===== src/rtl/cache_pkg.sv =====
// Shared encodings and helpers for the set-associative cache controller.
package cache_pkg;

  localparam int unsigned KeyMax = 256;
  localparam int unsigned TtlMax = 64;

  localparam logic [1:0] OpGet = 2'b00;
  localparam logic [1:0] OpPut = 2'b01;
  localparam logic [1:0] OpDel = 2'b10;
  localparam logic [1:0] OpRsv = 2'b11;

  localparam logic [1:0] StatMiss    = 2'b00;
  localparam logic [1:0] StatHit     = 2'b01;
  localparam logic [1:0] StatStored  = 2'b10;
  localparam logic [1:0] StatEvicted = 2'b11;

  typedef enum logic [1:0] {
    StIdle,
    StProbe,
    StRespond
  } state_e;

  // XOR-fold: key bit i lands on set bit (i mod set_bits).
  function automatic logic [15:0] hash_set(input logic [KeyMax-1:0] key,
                                           input int unsigned key_width,
                                           input int unsigned set_bits);
    logic [15:0] h;
    h = '0;
    if (set_bits != 0) begin
      for (int unsigned i = 0; i < KeyMax; i++) begin
        if (i < key_width) h[i % set_bits] = h[i % set_bits] ^ key[i];
      end
    end
    return h;
  endfunction

  // Absolute expiry time; a zero lifetime stays zero (never expires).
  function automatic logic [TtlMax-1:0] ttl_abs(input logic [TtlMax-1:0] now,
                                                input logic [TtlMax-1:0] ttl,
                                                input int unsigned width);
    logic [TtlMax:0] sum;
    logic [TtlMax:0] lim;
    if (ttl == '0) return '0;
    sum = {1'b0, now} + {1'b0, ttl};
    if (width >= TtlMax) lim = {1'b0, {TtlMax{1'b1}}};
    else lim = ((TtlMax + 1)'(1) << width) - (TtlMax + 1)'(1);
    return (sum > lim) ? lim[TtlMax-1:0] : sum[TtlMax-1:0];
  endfunction

endpackage


===== src/rtl/cache_rr_victim.sv =====
// Per-set round-robin victim pointers, advanced once per eviction.
module cache_rr_victim #(
  parameter int unsigned SETS = 4,
  parameter int unsigned WAYS = 4,
  localparam int unsigned SetW = (SETS > 1) ? $clog2(SETS) : 1,
  localparam int unsigned PtrW = (WAYS > 1) ? $clog2(WAYS) : 1
) (
  input  logic            clk,
  input  logic            rst,
  input  logic [SetW-1:0] i_set,
  input  logic            i_advance,
  output logic [PtrW-1:0] o_ptr
);

  logic [PtrW-1:0] r_ptr [SETS];

  always_ff @(posedge clk) begin
    if (rst) begin
      for (int i = 0; i < int'(SETS); i++) r_ptr[i] <= '0;
    end else if (i_advance) begin
      r_ptr[i_set] <= (WAYS == 1) ? '0 : r_ptr[i_set] + PtrW'(1);
    end
  end

  assign o_ptr = r_ptr[i_set];

endmodule


===== src/rtl/cache_set_assoc_controller.sv =====
// Set-associative cache command controller: sequential way probe, TTL expiry,
// round-robin eviction, one registered response per command.
module cache_set_assoc_controller
  import cache_pkg::*;
#(
  parameter int unsigned NUM_ENTRIES = 16,
  parameter int unsigned WAYS        = 4,
  parameter int unsigned KEY_WIDTH   = 64,
  parameter int unsigned VALUE_WIDTH = 64,
  parameter int unsigned TTL_WIDTH   = 32,
  parameter int unsigned ADDR_WIDTH  = $clog2(NUM_ENTRIES),
  localparam int unsigned SETS       = NUM_ENTRIES / WAYS
) (
  input  logic                   clk,
  input  logic                   rst,
  input  logic [TTL_WIDTH-1:0]   now_time,
  input  logic                   cmd_valid,
  output logic                   cmd_ready,
  input  logic [1:0]             cmd_op,
  input  logic [KEY_WIDTH-1:0]   cmd_key,
  input  logic [VALUE_WIDTH-1:0] cmd_value,
  input  logic [TTL_WIDTH-1:0]   cmd_ttl,
  output logic                   resp_valid,
  input  logic                   resp_ready,
  output logic [1:0]             resp_status,
  output logic [VALUE_WIDTH-1:0] resp_value,
  output logic [TTL_WIDTH-1:0]   resp_ttl,
  output logic [ADDR_WIDTH-1:0]  mem_read_addr,
  input  logic [KEY_WIDTH-1:0]   mem_key_out,
  input  logic [VALUE_WIDTH-1:0] mem_value_out,
  input  logic [TTL_WIDTH-1:0]   mem_ttl_out,
  input  logic                   mem_valid_out,
  output logic                   mem_write_en,
  output logic [ADDR_WIDTH-1:0]  mem_write_addr,
  output logic [KEY_WIDTH-1:0]   mem_key_in,
  output logic [VALUE_WIDTH-1:0] mem_value_in,
  output logic [TTL_WIDTH-1:0]   mem_ttl_in,
  output logic                   mem_valid_in
);

  localparam int unsigned SetBits = (SETS > 1) ? $clog2(SETS) : 0;
  localparam int unsigned SetW    = (SETS > 1) ? $clog2(SETS) : 1;
  localparam int unsigned WayW    = (WAYS > 1) ? $clog2(WAYS) : 1;

  state_e                 r_state;
  logic [1:0]             r_op;
  logic [KEY_WIDTH-1:0]   r_key;
  logic [VALUE_WIDTH-1:0] r_value;
  logic [TTL_WIDTH-1:0]   r_ttl;
  logic [SetW-1:0]        r_set;
  logic [WayW-1:0]        r_way;
  logic                   r_free_vld;
  logic [WayW-1:0]        r_free_way;
  logic [ADDR_WIDTH-1:0]  r_base;

  logic                   r_cmd_ready;
  logic                   r_resp_valid;
  logic [1:0]             r_resp_status;
  logic [VALUE_WIDTH-1:0] r_resp_value;
  logic [TTL_WIDTH-1:0]   r_resp_ttl;
  logic [ADDR_WIDTH-1:0]  r_rd_addr;
  logic                   r_we;
  logic [ADDR_WIDTH-1:0]  r_waddr;
  logic [KEY_WIDTH-1:0]   r_wkey;
  logic [VALUE_WIDTH-1:0] r_wvalue;
  logic [TTL_WIDTH-1:0]   r_wttl;
  logic                   r_wvalid;

  logic [SetW-1:0]        w_set;
  logic [ADDR_WIDTH-1:0]  w_base;
  logic                   w_live;
  logic                   w_hit;
  logic                   w_last;
  logic                   w_finish;
  logic                   w_free_vld;
  logic [WayW-1:0]        w_free_way;
  logic [WayW-1:0]        w_rr_ptr;
  logic [WayW-1:0]        w_put_way;
  logic [ADDR_WIDTH-1:0]  w_put_addr;
  logic [TTL_WIDTH-1:0]   w_put_ttl;
  logic                   w_rr_adv;

  assign w_set  = SetW'(hash_set(KeyMax'(cmd_key), KEY_WIDTH, SetBits));
  assign w_base = ADDR_WIDTH'(w_set) * ADDR_WIDTH'(WAYS);

  // ttl == now counts as expired
  assign w_live     = mem_valid_out && ((mem_ttl_out == '0) || (mem_ttl_out > now_time));
  assign w_hit      = w_live && (mem_key_out == r_key);
  assign w_last     = (r_way == WayW'(WAYS - 1));
  assign w_finish   = (r_op == OpRsv) || w_hit || w_last;
  assign w_free_vld = r_free_vld || !w_live;
  assign w_free_way = r_free_vld ? r_free_way : r_way;

  assign w_put_way  = w_free_vld ? w_free_way : w_rr_ptr;
  assign w_put_addr = w_hit ? r_rd_addr : (r_base + ADDR_WIDTH'(w_put_way));
  assign w_put_ttl  = TTL_WIDTH'(ttl_abs(TtlMax'(now_time), TtlMax'(r_ttl), TTL_WIDTH));

  assign w_rr_adv = (r_state == StProbe) && (r_op == OpPut) && w_finish && !w_hit && !w_free_vld;

  cache_rr_victim #(
    .SETS (SETS),
    .WAYS (WAYS)
  ) u_rr_victim (
    .clk       (clk),
    .rst       (rst),
    .i_set     (r_set),
    .i_advance (w_rr_adv),
    .o_ptr     (w_rr_ptr)
  );

  always_ff @(posedge clk) begin
    if (rst) begin
      r_state       <= StIdle;
      r_op          <= OpGet;
      r_key         <= '0;
      r_value       <= '0;
      r_ttl         <= '0;
      r_set         <= '0;
      r_way         <= '0;
      r_free_vld    <= 1'b0;
      r_free_way    <= '0;
      r_base        <= '0;
      r_cmd_ready   <= 1'b1;
      r_resp_valid  <= 1'b0;
      r_resp_status <= StatMiss;
      r_resp_value  <= '0;
      r_resp_ttl    <= '0;
      r_rd_addr     <= '0;
      r_we          <= 1'b0;
      r_waddr       <= '0;
      r_wkey        <= '0;
      r_wvalue      <= '0;
      r_wttl        <= '0;
      r_wvalid      <= 1'b0;
    end else begin
      r_we <= 1'b0;
      unique case (r_state)
        StIdle: begin
          if (cmd_valid && r_cmd_ready) begin
            r_op        <= cmd_op;
            r_key       <= cmd_key;
            r_value     <= cmd_value;
            r_ttl       <= cmd_ttl;
            r_set       <= w_set;
            r_base      <= w_base;
            r_rd_addr   <= w_base;
            r_way       <= '0;
            r_free_vld  <= 1'b0;
            r_free_way  <= '0;
            r_cmd_ready <= 1'b0;
            r_state     <= StProbe;
          end
        end
        StProbe: begin
          if (w_finish) begin
            r_state       <= StRespond;
            r_resp_valid  <= 1'b1;
            r_resp_status <= StatMiss;
            r_resp_value  <= '0;
            r_resp_ttl    <= '0;
            case (r_op)
              OpGet: begin
                if (w_hit) begin
                  r_resp_status <= StatHit;
                  r_resp_value  <= mem_value_out;
                  r_resp_ttl    <= (mem_ttl_out == '0) ? '0 : (mem_ttl_out - now_time);
                end
              end
              OpPut: begin
                r_we          <= 1'b1;
                r_waddr       <= w_put_addr;
                r_wkey        <= r_key;
                r_wvalue      <= r_value;
                r_wttl        <= w_put_ttl;
                r_wvalid      <= 1'b1;
                r_resp_status <= (w_hit || w_free_vld) ? StatStored : StatEvicted;
              end
              OpDel: begin
                if (w_hit) begin
                  r_we          <= 1'b1;
                  r_waddr       <= r_rd_addr;
                  r_wkey        <= '0;
                  r_wvalue      <= '0;
                  r_wttl        <= '0;
                  r_wvalid      <= 1'b0;
                  r_resp_status <= StatHit;
                end
              end
              default: ;
            endcase
          end else begin
            r_way     <= r_way + WayW'(1);
            r_rd_addr <= r_rd_addr + ADDR_WIDTH'(1);
            if (!r_free_vld && !w_live) begin
              r_free_vld <= 1'b1;
              r_free_way <= r_way;
            end
          end
        end
        StRespond: begin
          if (resp_ready) begin
            r_resp_valid  <= 1'b0;
            r_resp_status <= StatMiss;
            r_resp_value  <= '0;
            r_resp_ttl    <= '0;
            r_cmd_ready   <= 1'b1;
            r_state       <= StIdle;
          end
        end
        default: r_state <= StIdle;
      endcase
    end
  end

  assign cmd_ready      = r_cmd_ready;
  assign resp_valid     = r_resp_valid;
  assign resp_status    = r_resp_status;
  assign resp_value     = r_resp_value;
  assign resp_ttl       = r_resp_ttl;
  assign mem_read_addr  = r_rd_addr;
  assign mem_write_en   = r_we;
  assign mem_write_addr = r_waddr;
  assign mem_key_in     = r_wkey;
  assign mem_value_in   = r_wvalue;
  assign mem_ttl_in     = r_wttl;
  assign mem_valid_in   = r_wvalid;

endmodule


===== config.mk =====
export PLATFORM = sky130hd
export DESIGN_NAME = cache_set_assoc_controller
export DESIGN_NICKNAME = d
export VERILOG_FILES = /design/src/rtl/cache_pkg.sv /design/src/rtl/cache_rr_victim.sv /design/src/rtl/cache_set_assoc_controller.sv
export SDC_FILE = /design/constraint.sdc
export NUM_CORES = 1
export LEC_CHECK = 0
export ABC_AREA = 1
export CAP_MARGIN = 20
export CORE_AREA = 5 5 239 241
export DETAILED_ROUTE_END_ITERATION = 8
export DIE_AREA = 0 0 244 246
export PLACE_DENSITY = 0.82
export SLEW_MARGIN = 40
export SYNTH_ARGS = -nofsm -noshare
export SYNTH_HDL_FRONTEND = slang
export SYNTH_SLANG_ARGS = --single-unit

===== constraint.sdc =====
create_clock -name clk -period 9.5 [get_ports clk]
set_input_delay 1.9 -clock clk [delete_from_list [all_inputs] [get_ports clk]]
set_output_delay 1.9 -clock clk [all_outputs]
set_load 0.01 [all_outputs]

==> After elaboration in Yosys (flattened, before gate mapping) <==
Memories as Yosys holds them, arrays and structs flattened. A register that Yosys moved wholly into a read port is not among the register bits.
Index checks and enable logic that the tools add are counted.
{ "word_totals": {"regBits": 441, "mem_bits_rw": 8, "out_inout_bits": 270, "wordCells": 209, "memories": 1} }
{ "classes": {"n_addsub": 6, "n_lt_le_gt_ge": 2, "eq_ne": 13, "mux": 67, "bitwise": 64, "n_reduce_logical": 35} }
{ "mem_list": {"columns": ["name", "depth", "word_bits", "rd", "rd_ports_with_merged_regs", "wr", "line", "text"], "rows": [
  ["u_rr_victim.r_ptr", 4, 2, 1, 1, 4, "cache_rr_victim.sv:15", "logic [PtrW-1:0] r_ptr [SETS];"]
]} }
{ "ops": {"columns": ["op", "n"], "rows": [
  ["case mux 64 bit (2 select lines)", 3],
  ["two-way mux 64 bit", 5],
  ["two-way mux 32 bit", 9],
  ["case mux 32 bit (2 select lines)", 2],
  ["greater-than comparator 33 x 65 -> 1 bit", 1],
  ["two-way mux 65 bit", 1],
  ["== test 64 bit", 1],
  ["zero test 32 bit", 2],
  ["bitwise XOR 1 bit", 62],
  ["adder 32 x 32 -> 33 bit", 1],
  ["greater-than comparator 32 bit", 1],
  ["subtractor 32 bit", 1],
  ["two-way mux 2 bit", 14],
  ["two-way mux 1 bit", 17],
  ["two-way mux 4 bit", 4],
  ["case mux 2 bit (2 select lines)", 4],
  ["case mux 4 bit (2 select lines)", 2],
  ["AND reduction 3 bit", 4],
  ["!= test 2 bit (second input constant)", 5],
  ["case mux 1 bit (2 select lines)", 5],
  ["== test 2 bit (second input constant)", 4],
  ["logical AND 1 bit", 8],
  ["AND reduction 4 bit", 2],
  ["nonzero test 2 bit", 4],
  ["13 further kinds", 25]
]} }

==> Depth between registers and ports, before layout <==
Gate-level depths: netlist (run 1).
{ "logic_depth": {"word_depth": 33, "ltp_mapped": 22} }

==> By module <==
From an unflattened synthesis (run 1), not the netlist that was laid out.
{ "unflattened": {"hier_cells": 3669, "area_unflattened_um2": 24269.5} }
{ "by_module_without_submodules": {"columns": ["mod", "n_inst", "cells_each", "area_each_um2", "seq_area_each_um2"], "rows": [
  ["cache_set_assoc_controller", 1, 3614, 23812.8, 8828.5],
  ["cache_rr_victim", 1, 55, 456.7, 240.2]
]} }

==> Least setup slack after synthesis (run 1) <==
OpenSTA, ideal clock, no wires.
{ "synth_timing": {"kind": "input -> register", "start": "in mem_ttl_out[0]", "end": "mem u_rr_victim.r_ptr[0][0] (netlist bit), enable pin", "arrival_ps": 4075, "slack_ps": 5127, "stages": 20, "path_buffers": 1, "cell_sequence": "inv_1 -> ha_1 -> inv_1 -> fa_1 -> nand3_1 -> nand3_1 -> nand2_1 -> nand2_1 -> nand2_1 -> nand2_1 -> nand2_1 -> nand2_1 -> nand2_1 -> nand2_2 -> nand3_2 -> buf_2 -> nand3b_1 -> nor2_1 -> nand4_1 -> nand2_1"} }
{ "synth_rtl": {"columns": ["element", "line", "text"], "rows": [
  ["start, declared", "cache_set_assoc_controller.sv:31", "input logic [TTL_WIDTH-1:0] mem_ttl_out,"],
  ["end, declared", "cache_rr_victim.sv:15", null]
]} }

==> Final worst setup path (run 1) <==
{ "layout_timing": {"start": "in now_time[17]", "end": "reg r_wttl[26] (netlist: mem_ttl_in[26])"} }
{ "layout_via": {"elab_chain_len": 7, "elab_cells_between_ends": 13} }
{ "layout_rtl": {"columns": ["element", "line", "text"], "rows": [
  ["start, declared", "cache_set_assoc_controller.sv:16", "input logic [TTL_WIDTH-1:0] now_time,"],
  ["parallel branches: the longest is 7 deep, another holds greater-than comparator 33 x 65 -> 1 bit", null, null],
  ["end signal, assigned", "cache_set_assoc_controller.sv:174", "r_wttl <= w_put_ttl;"],
  ["end, declared", "cache_set_assoc_controller.sv:66", "logic [TTL_WIDTH-1:0] r_wttl;"]
]} }
Parallel ways; which one is timed is not known.
A chain may end at the register's enable or synchronous reset.

==> qor.txt, run 1 <==
H-tree depth = 2
Final nets = 4474
total core area = 54700 um^2
sequential area share after synthesis = 37.9%
die span in x = 244 um
final WL = 93.2 mm
Mean Syn Cell Area = 6.77 um^2
P&R area growth vs syn = 34.3%
CP max-delay cell = buf_4
Int Pwr = 3540 uW
Port Buffer Count = 628
Finished Layout Cells = 4796
DR vias/cell = 5.33
Async SR Flop Fraction = 0%
Register Area = 9110 um^2
Final setup violation count = 0
number of flops mapped to enable cells by yosys = 8
global-route wire length before repair = 140 mm
maximum clock insertion buffer count = 3
#FFs+latches synth = 451
fin crit share = 63.1%
Critical R2R Capture = mem_ttl_in[26]$_SDFFE_PP0P_
Final ANT Viol Nets = 0
grt ovf = 0
Yosys top cell area share = 36.9%
maximum vdd drop = 0.154 mV
Root Buffer = clkbuf_16
max incr delay on CP = 0.70 ns
hpwl dp = 67.7 mm
Worst Skew = 0.0338 ns
All-Layer GR Usage = 29.1%
fin. max-slew vios = 0
Design Power = 5140 uW
DIE AREA = 60000 um^2
fillers = 4984
post_cts resized = 0
Sink Count = 451
io pins = 629
initial antenna violation count = 17
hold buffer count at cts = 0
Comb power frac = 22.7%
Initial Util = 44.0%
wire per inst = 19.4 um
# rows = 86
outcome = finished clean
CP Max Fanout = 94
reg2reg setup slack = 5.25 ns
CTS Buf Count = 49
Slew @ Worst Pin = 0.935 ns
CP Data Arrival Time = 6.51 ns
Ys Warns = 0
Total Negative Setup Slacks = 0 ns
hold path depth = 2
Most Frequent Cell on Critical Path = nand2_1
cell total after placement = 4695
Routability Congestion = 0.998
Leak = 0.0132 uW
Syn Inst Count = 3550
Main synth FF type = dfxtp_1
clk slew on worst S/H paths = 0.06 ns
power density over cell area = 159 nW/um^2
sw power = 1600 uW
Area contributors post-synth = dfxtp_1 37%, nand2_1 12%, a21oi_1 8.1%
Netlist cell types = 41
cell area after synthesis = 24000 um^2
worst reg-to-reg path cell count = 13
Worst-Skew Late Latency = 0.61 ns
CP Capture Type = flip-flop
CP Launch Type = primary input
Critical Path RT = 10.02 ns
Hold Path End = r_value[63]$_SDFFE_PP0P_
Flop pwr share = 39.8%
initial DRC count = 2111
clock power share = 37.5%
critical-path cell list = clkdlybuf4s50_1, inv_1, ha_1, nand2_1, nor2_1, inv_2, nor3_2, nand2_1, nand2_1, nand2_1, nand2_2, nand3_2, a21oi_4, buf_4, buf_6, nand3_1, a21oi_1
post-CTS setup buffers = 0
Max-Cap Viols = 0
share of cells above drive strength 1 = 3.17%
Worst Path Class, Setup = in -> reg
hold_sp = r_value[63]$_SDFFE_PP0P_
vias in the first global route = 24322
worst r2r src = r_key[16]$_SDFFE_PP0P_
final hold vios = 0
Yosys top cell by area = dfxtp_1
Hold Path Class = reg -> reg
Die Y = 246 um
CTS tree = built
fin crit period = 5.99 ns
# DRC = 0
Fmax = 167 MHz
multi-input logic area = 12900 um^2
largest net degree at the start of global routing = 125
Max-Slew Margin vs Limit = 37.1%
vias = 25539
sw frac = 31.1%
Post-Syn Nets = 3982
unrepaired setup endpoints after global routing = false
DRT Pass-1 Iters = 6
[metrics by stage]
step	hold WS, ns	utilization [%]	area [um^2]	setup slack (ns)
floorplan	0.430	-	24000	5.13
global placement	0.447	55.8	30500	2.83
detailed placement	0.452	56.0	30600	2.98
CTS	0.460	59.0	32200	3.64
global route	0.465	59.0	32300	3.18
finish	0.456	59.1	32300	3.51
[synth_stat cells, types with 2 or more instances]
| cell type | n |
|---|---|
| a21o_1 | 4 |
| a21oi_1 | 389 |
| a31oi_1 | 6 |
| and2_1 | 2 |
| buf_1 | 14 |
| buf_2 | 46 |
| buf_4 | 21 |
| clkbuf_1 | 126 |
| dfxtp_1 | 443 |
| edfxtp_1 | 8 |
| fa_1 | 2 |
| ha_1 | 71 |
| inv_1 | 318 |
| inv_2 | 5 |
| nand2_1 | 799 |
| nand2_2 | 2 |
| nand2b_1 | 2 |
| nand3_1 | 297 |
| nand3b_1 | 92 |
| nand4_1 | 31 |
| nor2_1 | 449 |
| nor3_1 | 12 |
| nor3_2 | 2 |
| nor4_1 | 17 |
| o211ai_1 | 3 |
| o21a_1 | 2 |
| o21ai_0 | 217 |
| o21bai_1 | 3 |
| o22ai_1 | 2 |
| or2_1 | 2 |
| or2_2 | 13 |
| xnor2_1 | 106 |
| xor2_1 | 36 |
[cells in the final DEF, fill, tap and decap left out, drive strengths merged, types with 5 or more instances in the layout]
cell           count
a21oi            391
a31oi              6
buf               21
clkbuf            72
clkdlybuf4s50    627
clkinv             5
dfxtp            443
diode             17
edfxtp             8
ha                71
inv              325
nand2            801
nand3            298
nand3b            92
nand4             31
nor2             450
nor3              14
nor4              17
o21ai            217
or2               15
xnor2            106
xor2              36
[kinds of logic (layout without fill, tap and decap cells)]
| kind of cell | count (synthesis) | in the layout | share of synthesized area (%) |
|---|---|---|---|
| compound gates | 631 | 631 | 13.4 |
| other cells | 0 | 17 | 0 |
| fa+ha+maj | 73 | 73 | 3.86 |
| simple gates | 1722 | 1722 | 30.8 |
| buf+inv | 531 | 1056 | 8.89 |
| xor+xnor | 142 | 142 | 5.18 |
| flops | 451 | 451 | 37.9 |
[cell type report]
class                   count  share of cell area (%)
clock buffers              71                    4.36
inverters                 323                    3.78
repair buffers            649                    20.3
clock inverters            13                   0.640
flip-flops and latches    451                    28.2
diodes                     17                   0.132
well taps                 704                    2.73
multi-input cells        2568                    39.8
[metal layers]
metal  vias to the layer above  GRT usage (%)  wire [um]
met4                         2           10.9       3750
met3                       195           7.29       8210
met1                     11807           36.7      37900
met2                      1068           48.4      43300
li1                      12467              -          -
met5                         -              0         11
[worst max path at each step]
| stage | endpoint | depth (start not counted) | slack (ns) | startpoint |
|---|---|---|---|---|
| after floorplan | u_rr_victim.r_ptr[0][0]$_SDFFCE_PN0P_ | 20 | 5.13 | mem_ttl_out[0] |
| after global placement | mem_ttl_in[31]$_SDFFE_PP0P_ | 17 | 2.83 | now_time[28] |
| after detailed placement | mem_ttl_in[27]$_SDFFE_PP0P_ | 21 | 2.98 | mem_ttl_out[0] |
| after CTS | mem_ttl_in[27]$_SDFFE_PP0P_ | 21 | 3.64 | mem_ttl_out[0] |
| after global routing | mem_ttl_in[27]$_SDFFE_PP0P_ | 21 | 3.18 | mem_ttl_out[0] |
| final | mem_ttl_in[26]$_SDFFE_PP0P_ | 17 | 3.51 | now_time[17] |
[worst max-delay path, delay by kind of cell]
family                     cells  cell delay, ns
buffers and inverters          5            2.04
and+or+nand+nor                9            1.52
AOI/OAI and AO/OA              2            0.53
adders and majority gates      1            0.39
[power by group through the flow]
| stage | combinational [uW] | sequential [uW] | clock (uW) |
|---|---|---|---|
| after floorplan | 712 | 2070 | 0 |
| after global placement | 1130 | 2080 | 0 |
| after detailed placement | 1140 | 2080 | 0 |
| after CTS | 1150 | 2040 | 1970 |
| after global routing | 1280 | 2050 | 2040 |
| final | 1170 | 2050 | 1930 |
[state kept, by name (all words and copies together) (netlist names), 32 cells and up, named ones only]
name and flops:
mem_key_in 64, r_value 64, mem_value_in 64, mem_ttl_in 32, r_key 64, resp_value 64, resp_ttl 32, r_ttl 32
Note: power is estimated with default switching activity, not from simulation.
==> run 2, diff against run 1 <==
==> constraint.sdc (replaced) <==
create_clock -name clk -period 6.1 [get_ports clk]
set_input_delay 1.22 -clock clk [delete_from_list [all_inputs] [get_ports clk]]
set_output_delay 1.22 -clock clk [all_outputs]
set_load 0.01 [all_outputs]
==> run 2 against run 1 <==
Effect of this change:
- register-to-register slack got worse by 2.8 ns
- cell count grew 0.29%
- final area up 0.35%
- via count down 0.11%
- first-iteration DRC count down 7.0%
- worst hold slack better by 0.0043 ns
- critical endpoint is now mem_ttl_in[25]$_SDFFE_PP0P_
- largest cell class unchanged
==> qor.txt, run 2 (synthesis gave the netlist of run 1 again) <==
initial antenna violation count = 21
Final nets = 4479
unrepaired setup endpoints after global routing = false
fillers = 5004
Slew @ Worst Pin = 0.800 ns
Sink Count = 451
CTS tree = built
Total Negative Setup Slacks = 0 ns
fin crit share = 79.6%
die span in x = 244 um
fin. max-slew vios = 0
Initial Util = 44.0%
maximum clock insertion buffer count = 3
initial DRC count = 1964
vias = 25511
share of cells above drive strength 1 = 3.52%
Final setup violation count = 0
Hold WS = 0.460 ns
final hold vios = 0
hold buffer count at cts = 0
CP startpoint = now_time[6]
fin crit period = 4.86 ns
wire per inst = 19.0 um
Routability Congestion = 0.963
final design utilization = 59.3%
grt ovf = 0
vias in the first global route = 23918
total core area = 54700 um^2
Fmax = 206 MHz
# DRC = 0
Final ANT Viol Nets = 0
P&R area growth vs syn = 34.8%
Register Area = 9110 um^2
DRT Pass-1 Iters = 5
post_cts resized = 0
CP Max Fanout = 124
All-Layer GR Usage = 28.1%
largest net degree at the start of global routing = 162
clk slew on worst S/H paths = 0.06 ns
CTS Buf Count = 49
Critical Path RT = 6.60 ns
global-route wire length before repair = 136 mm
multi-input logic area = 12900 um^2
DR vias/cell = 5.30
hold_sp = mem_value_in[36]$_SDFFE_PP0P_
outcome = finished clean
io pins = 629
most frequent cells in the layout = 797 x nand2_1, 627 x clkdlybuf4s50_1, 448 x nor2_1
hpwl dp = 65.7 mm
CP Capture Type = flip-flop
Worst Skew = 0.0393 ns
Leak = 0.0133 uW
Die Y = 246 um
DIE AREA = 60000 um^2
Hold Path Class = reg -> reg
Port Buffer Count = 628
maximum vdd drop = 0.212 mV
power density over cell area = 249 nW/um^2
post-CTS setup buffers = 0
worst r2r src = r_key[0]$_SDFFE_PP0P_
H-tree depth = 2
CP Data Arrival Time = 5.36 ns
Worst Path Class, Setup = in -> reg
Max-Slew Margin vs Limit = 46.7%
Worst-Skew Late Latency = 0.60 ns
leading cell type in the layout, fill and taps excluded = nand2_1
Max-Cap Viols = 0
# rows = 86
CP Launch Type = primary input
Root Buffer = clkbuf_16
final WL = 91.2 mm
-- run 2: cell count changes in the layout (fill, tap and decap cells not counted), moves of 2 or more --
cell	before	now
clkbuf_8	11	14
buf_6	8	4
clkinv_2	2	9
buf_16	3	1
buf_4	9	15
buf_12	1	5
-- run 2: path summary, 6_finish.rpt --
kind | end | slack, ns | cells past startpoint
worst max register to register | mem_ttl_in[25]$_SDFFE_PP0P_ | 2.47 | 14
worst min-delay path | mem_value_in[36]$_SDFFE_PP0P_ | 0.46 | 2
worst max-delay path | mem_ttl_in[25]$_SDFFE_PP0P_ | 1.24 | 20
worst min register to register | mem_value_in[36]$_SDFFE_PP0P_ | 0.46 | 2
-- run 2: layout make-up --
cell class	count	area share, %
multi-input cells	2568	39.7
diodes	18	0.139
well taps	704	2.72
clock inverters	18	0.637
inverters	323	3.77
clock buffers	74	4.54
flip-flops and latches	451	28.1
repair buffers	654	20.3
-- run 2: critical path, cell delays in order --
cell	delay, ns
clkdlybuf4s50_1	0.62
inv_1	0.08
ha_1	0.38
nand2_1	0.10
nor2_1	0.21
nand2_1	0.08
nand2_1	0.13
nand2_1	0.07
nand2_1	0.16
nand2_1	0.07
nand2_1	0.06
nand2_1	0.08
nand2_2	0.16
nand3_2	0.20
buf_4	0.26
a21oi_4	0.24
buf_12	0.27
buf_16	0.42
nand3_1	0.16
a21oi_1	0.19
-- run 2: report_power, final --
group | internal, uW | switching, uW | total (uW)
combinational | 695 | 1090 | 1790
clock | 1800 | 1290 | 3090
sequential | 3090 | 96.8 | 3180
total | 5580 | 2480 | 8060
-- run 2: stage by stage --
step,power (uW),worst slack (ns),area [um^2],std cells
finish,8060,1.24,32400,4810
CTS,8070,1.51,32300,4791
detailed placement,4990,0.900,30600,4699
global placement,4980,0.915,30600,4698
floorplan,4330,2.41,24000,3550
global route,8410,1.07,32400,4807
-- run 2: layer usage --
layer | GRT usage, % | wire length [um] | part of all wire [%]
met5 | 0 | 42 | 0.046
met4 | 12.4 | 4420 | 4.8
met3 | 7.65 | 8820 | 9.7
met2 | 45.8 | 41700 | 46
met1 | 35.0 | 36100 | 40
